**config.mk**
```make
export PLATFORM = sky130hd
export DESIGN_NAME = uart_rx_deser
export DESIGN_NICKNAME = d
export VERILOG_FILES = /design/src/rtl/uart_rx_deser.sv
export SDC_FILE = /design/constraint.sdc
export NUM_CORES = 1
export LEC_CHECK = 0
export ABC_AREA = 1
export CAP_MARGIN = 20
export CORE_MARGIN = 3
export CORE_UTILIZATION = 60
export CTS_CLUSTER_DIAMETER = 80
export DETAILED_ROUTE_END_ITERATION = 12
export GPL_TIMING_DRIVEN = 0
export PLACE_DENSITY = 0.85
export SETUP_SLACK_MARGIN = 0.05
export SLEW_MARGIN = 20
export SYNTH_ARGS = -nofsm -noshare
export SYNTH_HDL_FRONTEND = slang
export SYNTH_SLANG_ARGS = --single-unit
```
**constraint.sdc**
```tcl
create_clock -name clk -period 2.9 [get_ports clk]
set_input_delay 0.725 -clock clk [delete_from_list [all_inputs] [get_ports clk]]
set_output_delay 0.725 -clock clk [all_outputs]
set_load 0.05 [all_outputs]
```
**src/rtl/uart_rx_deser.sv**
```systemverilog
// 8N1 UART receiver: 2-flop synchroniser, mid-bit sampling with a runtime bit
// period, valid/ready byte output, one-cycle framing-error pulse, sticky overrun.
module uart_rx_deser #(
  parameter int CLK_BITS = 10
) (
  input  logic                clk,
  input  logic                rst,
  input  logic [CLK_BITS-1:0] clk_per_bit,
  input  logic                uart_rx,
  output logic [7:0]          rx_data,
  output logic                rx_valid,
  input  logic                rx_ready,
  output logic                busy,
  output logic                frame_err,
  output logic                overrun
);

  typedef enum logic [1:0] {
    S_IDLE,
    S_START,
    S_DATA,
    S_STOP
  } state_t;

  // Bit periods below 4 cycles leave no room for a mid-bit sample point.
  function automatic logic [CLK_BITS-1:0] clamp_period(input logic [CLK_BITS-1:0] cpb);
    if (cpb < CLK_BITS'(4)) begin
      return CLK_BITS'(4);
    end
    return cpb;
  endfunction

  state_t              state_q, state_d;
  logic                sync1_q, sync1_d;
  logic                sync2_q, sync2_d;
  logic                prev_q, prev_d;
  logic [CLK_BITS-1:0] n_q, n_d;
  logic [CLK_BITS-1:0] cnt_q, cnt_d;
  logic [2:0]          bit_idx_q, bit_idx_d;
  logic [7:0]          shift_q, shift_d;
  logic [7:0]          rx_data_q, rx_data_d;
  logic                rx_valid_q, rx_valid_d;
  logic                frame_err_q, frame_err_d;
  logic                overrun_q, overrun_d;

  logic                rxs;
  logic                fall;
  logic                tick;
  logic [CLK_BITS-1:0] n_new;

  assign rxs   = sync2_q;
  assign fall  = ~sync2_q & prev_q;
  assign tick  = (cnt_q == '0);
  assign n_new = clamp_period(clk_per_bit);

  always_comb begin
    sync1_d     = uart_rx;
    sync2_d     = sync1_q;
    prev_d      = sync2_q;
    state_d     = state_q;
    n_d         = n_q;
    cnt_d       = cnt_q;
    bit_idx_d   = bit_idx_q;
    shift_d     = shift_q;
    rx_data_d   = rx_data_q;
    rx_valid_d  = rx_valid_q;
    frame_err_d = 1'b0;
    overrun_d   = overrun_q;

    if (rx_valid_q && rx_ready) begin
      rx_valid_d = 1'b0;
    end

    if (state_q != S_IDLE) begin
      cnt_d = tick ? (n_q - CLK_BITS'(1)) : (cnt_q - CLK_BITS'(1));
    end

    case (state_q)
      S_IDLE: begin
        // Half-period preload puts every later tick in the middle of a bit.
        if (fall) begin
          n_d     = n_new;
          cnt_d   = (n_new >> 1) - CLK_BITS'(1);
          state_d = S_START;
        end
      end
      S_START: begin
        if (tick) begin
          if (!rxs) begin
            state_d   = S_DATA;
            bit_idx_d = 3'd0;
          end else begin
            state_d = S_IDLE;
          end
        end
      end
      S_DATA: begin
        if (tick) begin
          shift_d   = {rxs, shift_q[7:1]};
          bit_idx_d = bit_idx_q + 3'd1;
          if (bit_idx_q == 3'd7) begin
            state_d = S_STOP;
          end
        end
      end
      S_STOP: begin
        if (tick) begin
          state_d = S_IDLE;
          if (!rxs) begin
            frame_err_d = 1'b1;
          end else if (!rx_valid_q || rx_ready) begin
            rx_data_d  = shift_q;
            rx_valid_d = 1'b1;
          end else begin
            overrun_d = 1'b1;
          end
        end
      end
      default: state_d = S_IDLE;
    endcase
  end

  always_ff @(posedge clk) begin
    if (rst) begin
      sync1_q     <= 1'b1;
      sync2_q     <= 1'b1;
      prev_q      <= 1'b1;
      state_q     <= S_IDLE;
      n_q         <= '0;
      cnt_q       <= '0;
      bit_idx_q   <= 3'd0;
      shift_q     <= 8'h00;
      rx_data_q   <= 8'h00;
      rx_valid_q  <= 1'b0;
      frame_err_q <= 1'b0;
      overrun_q   <= 1'b0;
    end else begin
      sync1_q     <= sync1_d;
      sync2_q     <= sync2_d;
      prev_q      <= prev_d;
      state_q     <= state_d;
      n_q         <= n_d;
      cnt_q       <= cnt_d;
      bit_idx_q   <= bit_idx_d;
      shift_q     <= shift_d;
      rx_data_q   <= rx_data_d;
      rx_valid_q  <= rx_valid_d;
      frame_err_q <= frame_err_d;
      overrun_q   <= overrun_d;
    end
  end

  assign rx_data   = rx_data_q;
  assign rx_valid  = rx_valid_q;
  assign frame_err = frame_err_q;
  assign overrun   = overrun_q;
  assign busy      = (state_q != S_IDLE);

endmodule
```
## After elaboration in Yosys (flattened, before gate mapping)

Cells that the tools add are included.

| storage, ports and cells | value |
|---|---|
| register bits after elaboration | 47 |
| input bits | 14 |
| output and inout bits | 12 |
| logic and storage cells | 70 |

| cells by class | value |
|---|---|
| $add $sub $neg | 4 |
| $lt $le $gt $ge | 1 |
| eq/ne operators | 10 |
| mux-type cells | 24 |
| bitwise gates (word level) | 5 |
| reductions and logical operators | 14 |

Operators by type and width:

| cell | number |
|---|---|
| two-way mux 10 bit | 6 |
| subtractor 10 x 1 -> 10 bit (second input constant) | 2 |
| two-way mux 2 bit | 6 |
| inequality test 2 bit (second input constant) | 6 |
| AND reduction 4 bit | 3 |
| logical NOT 10 bit | 1 |
| less-than comparator 10 x 3 -> 1 bit (second input constant) | 1 |
| subtractor 9 x 1 -> 10 bit (second input constant) | 1 |
| two-way mux 3 bit | 3 |
| one-hot mux 2 bit (4 select lines) | 1 |
| two-way mux 1 bit | 7 |
| one-hot mux 3 bit (2 select lines) | 1 |
| AND reduction 5 bit | 1 |
| equality test 2 bit (second input constant) | 2 |
| inverter 1 bit | 4 |
| AND reduction 2 bit | 2 |
| nonzero test 2 bit | 2 |
| adder 3 x 1 -> 3 bit (second input constant) | 1 |
| equality test 3 bit (second input constant) | 1 |
| OR reduction 3 bit | 1 |
| equality test 2 x 1 -> 1 bit (second input constant) | 1 |
| logical NOT 2 bit | 1 |
| AND 1 bit | 1 |
| logical AND 1 bit | 1 |
| 2 further kinds | 2 |

## Depth between registers and ports, before layout

Gate-level depths: netlist (run 1).

| depth | value |
|---|---|
| word-level depth | 6 |
| mapped depth | 14 |
| mapped depth without buffers | 14 |

## Worst setup path after synthesis (run 1)

OpenSTA, ideal clock, no wires.

| timing | value |
|---|---|
| path kind | input-to-reg |
| start | input port clk_per_bit[4] |
| end | register cnt_q[8] |
| setup time | 71 ps |
| data arrival time | 2061 ps |
| data required time | 2829 ps |
| path slack | 769 ps |
| cell stages on the path | 14 |
| path buffers | 0 |
| cells stage by stage | nor2_1 > nand2_1 > nor2_1 > nor2_1 > inv_1 > ha_1 > nand2_1 > nor2_1 > nand2_1 > nor2_1 > nand2_1 > o22ai_1 > a21oi_1 > a21oi_1 |

| between the ends | value |
|---|---|
| cells in the longest elaborated chain, start to end | 6 |

Ends and longest elaborated chain:

| element | RTL line | RTL |
|---|---|---|
| from (decl) | 8 | `input logic [CLK_BITS-1:0] clk_per_bit,` |
| less-than comparator 10 x 3 -> 1 bit | 27 | `if (cpb < CLK_BITS'(4)) begin` |
| two-way mux 1 bit | 27 |  |
| two-way mux 10 bit (*) | 30 | `return cpb;` |
| subtractor 9 x 1 -> 10 bit (*) | 83 | `cnt_d = (n_new >> 1) - CLK_BITS'(1);` |
| two-way mux 10 bit (*) | 81 | `if (fall) begin` |
| two-way mux 10 bit (*) | 78 | `case (state_q)` |
| to (signal assigned) | 143 | `cnt_q <= cnt_d;` |
| to (decl) | 38 | `logic [CLK_BITS-1:0] cnt_q, cnt_d;` |

Every way passes the cells marked *; elsewhere a longest branch is shown, timed or not.
A chain may end at the register's enable or synchronous reset.

## Worst setup path after layout (run 1)

| timing | value |
|---|---|
| start | input port clk_per_bit[3] |
| end | register cnt_q[8] |

Same word-level chain as after synthesis.

==> metrics, run 1 <==
final core occ=77.61%; main combinational cell family by area after synthesis=simple AND/OR/NAND/NOR gates; clk_lat worst skew=300 ps; Initial Util=65.92%; total CTS buffers=5; Hold Path Class=register to register; Antenna Nets Post-Route=0; Post-Synth Simple-Gate Area=26.36%; metal3 WL=452 um; adder-cell share of the synthesized area=2.156%; post-layout min period=2622 ps; WL met1=2.410 mm; Final Non-Filler Cells=401; Die Span Y=68.20 um; grt ovf=0; initial antenna violation count=0; first-pass GRT wire length=9.287 mm; f_max=381.4 MHz; Yosys reg bits=47; most frequent cells in the layout=nand2_1, dfxtp_1, nor2_1, inv_1, o21ai_0; Syn. warnings=0; post-DR wirelength/cell=13.83 um; syn_area_per_cell=7.208 um^2; CTS HTree Levels=2; Core Region=3521 um^2; Top Metal Used=met4; ant diodes=0; final wirelength=5.545 mm; Fill cells=276; Clock Sinks=47; area occupied by multi-input gates=1147 um^2; Post-Syn Instances=322; mux cell area share after synthesis=0%; port bufs=25; root buf cell=clkbuf_8; Lkg Pwr=1.174 nW; Internal Pwr Total=0.001006 W; detailed-route via count=2,207; hold buffers post-CTS=0; Clk pwr share=27.3%; CTS tree=built; sequential fraction of the synthesis area=40.54%; crit-path cells=clkdlybuf4s50_1, nor2_1, nand2_1, nor2_2, nor2_1, inv_1, ha_1, nand2_1, nor2_1, nand2_1, nor2_1, nand2_1, o22ai_1, a21oi_1, a21oi_1; metal2 WL=2.623 mm; vias in the first global route=2,090; clock skew=8.817 ps; DRC Markers=0; IO Count=26; drt pass-1 iters=5; Cell Rows=21; CP Capture Type=register; Distinct cells, synth=36; PD cells=559.7 nW/um^2; Seq. cell area=940.9 um^2; placed insts=393; Mapped Area=2321 um^2; global placement routability congestion=0.9253; crit path kind=input port to register; Final setup violation count=0; post-CTS setup buffer count=0; GRT Overall Usage=26.70%; largest net degree at the start of global routing=16; Synth Area in Compound Gates=19.68%; CP Max Fanout=5; Syn Nets=340; Combinational Power Share=27.0%; CP top delay family=simple AND/OR/NAND/NOR gates; DPL Wire Length=4.208 mm; post-synthesis xor/xnor area fraction=1.132%; RSZ-0062 raised after global routing=no; status=complete, no violations; NetSw=0.0005237 W; DRT iter0 DRCs=169; Worst path max stage delay=520 ps; share of cells above drive strength 1=10.99%; switching share of power=34.24%; CTS max path bufs=2; Worst-Margin Slew=563.3 ps; Tcrit/Tclk final=90.40%; startpoint types=input port; Critical Path RT=3120 ps; Final nets=372; Worst slew margin=62.45%; number of max-cap violations=0; worst path bufs/invs=2; Slew Limit Fails=0; Synth-to-Final Area Change=17.74%; total power=0.001529 W; commonest non-fill, non-tap cell in the layout=nand2_1; die width=68.20 um; post-route setup TNS=0 ps; VDD IR max=0.4518 mV; Reg clk slew, reported paths=90 ps; DR vias/cell=5.504; Worst path slowest cell=clkdlybuf4s50_1; Die ar.=4651 um^2; Final Hold Fails=0; Hold WS=430.3 ps; crit path DAT=2850 ps; register share of total power=45.7%
kinds of logic after synthesis:
kind of cell | count (synthesis)
compound gates | 82
buf+inv | 55
xor+xnor | 3
flops | 47
simple gates | 131
fa+ha+maj | 4
routing by layer:
layer	GRT usage [%]	vias to the layer above
met5	0	-
met4	8.685	0
met3	5.747	8
met2	44.16	100
met1	34.49	984
li1	-	1115
synthesized netlist by cell type:
master / number / area, um^2
dfxtp_1: 47 / 940.9
clkbuf_1: 3 / 11.26
o211ai_1: 2 / 15.01
inv_2: 2 / 7.510
nor2_2: 4 / 25.02
o22ai_1: 2 / 12.51
nor2_8: 1 / 20.02
or2_2: 2 / 12.51
a31oi_1: 3 / 18.77
nor3_1: 5 / 25.02
buf_4: 1 / 7.510
nor4_1: 1 / 6.260
nand4_1: 2 / 12.51
o21ai_0: 33 / 165.2
buf_12: 1 / 20.02
nand3_1: 16 / 80.08
o21ai_2: 3 / 26.28
nor2_1: 45 / 168.9
a21boi_1: 1 / 7.510
nor2_4: 2 / 22.52
nand2_1: 48 / 180.2
a21oi_1: 32 / 160.2
xnor2_1: 3 / 26.28
inv_4: 1 / 6.260
ha_1: 4 / 50.05
nand2_2: 1 / 6.260
nor4_2: 1 / 12.51
o21a_1: 1 / 7.510
a31o_2: 2 / 17.52
nand4_4: 1 / 21.27
inv_1: 42 / 157.7
o221ai_1: 1 / 8.760
buf_2: 5 / 25.02
nand3b_1: 1 / 7.510
a21oi_2: 2 / 17.52
nand2_4: 1 / 11.26
flip-flops by register name, summed over array words and instances (netlist names), 3 cells and up, named ones only:
name,count
bit_idx_q,3
cnt_q,10
n_q,10
rx_data,8
shift_q,8
cell type report:
cell class / count / area share (%)
clock buffers: 6 / 3.022
clock inverters: 2 / 0.5952
well taps: 46 / 2.106
inverters: 45 / 6.273
flip-flops and latches: 47 / 34.43
plain buffers: 10 / 2.335
multi-input cells: 220 / 41.99
repair buffers: 25 / 9.249
metrics by stage:
stage | worst slack [ps] | instance area [um^2]
after floorplan | 768.9 | 2321
after global placement | 32.46 | 2629
after detailed placement | -23.68 | 2629
after CTS | 111.7 | 2728
after global routing | 93.07 | 2733
final | 278.4 | 2733
final timing paths:
path | from | endpoint | slack (ps) | cells past startpoint
hold reg to reg | sync1_q | prev_d | 430 | 1
hold / removal | sync1_q | prev_d | 430 | 1
setup / recovery | clk_per_bit[3] | cnt_q[8] | 280 | 15
setup reg to reg | cnt_q[0] | cnt_q[8] | 920 | 13
power groups by stage:
stage | clock (W) | sequential, W | combinational, W
after floorplan | 0 | 0.000708 | 0.000296
after global placement | 0 | 0.000712 | 0.000395
after detailed placement | 0 | 0.000713 | 0.000400
after CTS | 0.000422 | 0.000698 | 0.000403
after global routing | 0.000450 | 0.000702 | 0.000455
final | 0.000418 | 0.000699 | 0.000413
timing repair:
item / CTS / global route
resized for setup: 0 / 2
endpoints found under the setup margin: 0 / 2
hold endpoints to repair: 0 / 0
Power figures use the tool's default switching activity.
==> run 2, diff against run 1 <==
--- a/config.mk
+++ b/config.mk
@@ -9,10 +9,10 @@
 export CAP_MARGIN = 20
 export CORE_MARGIN = 3
 export CORE_UTILIZATION = 60
-export CTS_CLUSTER_DIAMETER = 80
 export DETAILED_ROUTE_END_ITERATION = 12
 export GPL_TIMING_DRIVEN = 0
 export PLACE_DENSITY = 0.85
+export REMOVE_ABC_BUFFERS = 1
 export SETUP_SLACK_MARGIN = 0.05
 export SLEW_MARGIN = 20
 export SYNTH_ARGS = -nofsm -noshare
==> metrics, run 2 (synthesized netlist as in run 1, its figures left out) <==
Combinational Power Share=24.3%; DR vias/cell=5.514; CTS max path bufs=2; f_max=360.3 MHz; CTS tree=built; crit-path cells=nor2_1, inv_2, clkdlybuf4s50_1; commonest non-fill, non-tap cell in the layout=nand2_1; status=complete, no violations; Final nets=362; global placement routability congestion=0.9281; CTS resizes=0; crit path kind=register to primary output; Worst path slowest cell=clkdlybuf4s50_1; NetSw=0.0005256 W; post-CTS setup buffer count=0; Clock Sinks=47; Cell Rows=21; Worst-Margin Slew=1009 ps; Hold Path Class=register to register; startpoint types=register; post-layout min period=2775 ps; Die Span Y=68.20 um; Reg clk slew, reported paths=90 ps; CP top delay family=buffers and inverters; detailed-route via count=2,156; Worst slew margin=32.66%; total CTS buffers=5; ant diodes=0; switching share of power=32.99%; capturing point of the worst reg2reg path=cnt_q[5]; total power=0.001593 W; Top Registers=cnt_q x10, n_q x10; Die ar.=4651 um^2; grt ovf=0; final wirelength=5.191 mm; DPL Wire Length=3.554 mm; Final Hold Fails=0; CP Max Fanout=11; crit path DAT=2050 ps; initial antenna violation count=0; Reg2Reg Setup Slack=590 ps; Worst path max stage delay=840 ps; port bufs=25; Critical Path RT=2170 ps; Synth-to-Final Area Change=16.06%; share of cells above drive strength 1=9.855%; Initial Util=65.92%; register share of total power=44.1%; drt pass-1 iters=5; Core Region=3521 um^2; DRC Markers=0; worst path bufs/invs=2; Worst Reg-to-Reg Cells=10; IO Count=26; Lkg Pwr=1.132 nW; RSZ-0062 raised after global routing=no; GRT Overall Usage=24.80%; CP startpoint=state_q[0]; CP Capture Type=primary output; worst flop-to-flop path startpoint=state_q[0]; most frequent cells in the layout=nand2_1, dfxtp_1, nor2_1, inv_1, o21ai_0; number of max-cap violations=0; Final setup violation count=0; clock skew=11.98 ps; Clk pwr share=31.5%; Internal Pwr Total=0.001068 W; VDD IR max=0.3769 mV; Slew Limit Fails=0; Tcrit/Tclk final=95.69%; area post-placement=2565 um^2; Design Area, Final=2694 um^2; CTS HTree Levels=2; post-route setup TNS=0 ps; crit path capture=busy; dpl ws=-61.70 ps; hold buffers post-CTS=0; placed insts=383; post-DR wirelength/cell=13.28 um; first-pass GRT wire length=8.604 mm; root buf cell=clkbuf_8; Antenna Nets Post-Route=0; Final Non-Filler Cells=391; setup ws final=124.9 ps; die width=68.20 um; DRT iter0 DRCs=210; clk_lat worst skew=310 ps; vias in the first global route=1,894; PD cells=591.5 nW/um^2; CP Depth=3; largest net degree at the start of global routing=35
==> run 2: worst min path at each step <==
stage,start,end,slack (ps),cells after the start
after global placement,sync1_q,prev_d,390,1
after CTS,sync1_q,prev_d,430,1
final,sync1_q,prev_d,420,1
after global routing,sync1_q,prev_d,440,1
after detailed placement,sync1_q,prev_d,400,1
after floorplan,sync1_q,prev_d,390,1
==> run 2: power by group through the flow <==
stage	logic, W	clock network [W]	registers (W)
4_1_cts	0.000383	0.000502	0.000702
3_3_place_gp	0.000373	0	0.000716
2_1_floorplan	0.000285	0	0.000711
6_report	0.000388	0.000503	0.000703
3_5_place_dp	0.000377	0	0.000717
5_1_grt	0.000436	0.000533	0.000707
==> run 2: final cells by class <==
cell class                      instances  area (um^2)
Clock inverter                          3        47.55
Clock buffer                            5        68.82
Tap cell                               46        57.56
Inverter                               45        171.4
Sequential cell                        47        940.9
Timing Repair Buffer                   25        250.2
Fill cell                             277        827.0
Multi-Input combinational cell        220         1157
==> run 2: routing by layer <==
metal	routed length, um	vias up	track usage (%)
met5	0	-	0
met1	2385	969	33.94
met4	60	0	7.692
li1	-	1096	-
met3	400	9	3.941
met2	2346	82	39.95
==> run 2: per-stage QoR <==
stage,hold WS [ps],util (%)
final,421.5,76.51
after global routing,439.4,76.51
after CTS,426.1,76.15
after detailed placement,400.0,72.85
after global placement,391.7,72.85
after floorplan,389.5,-
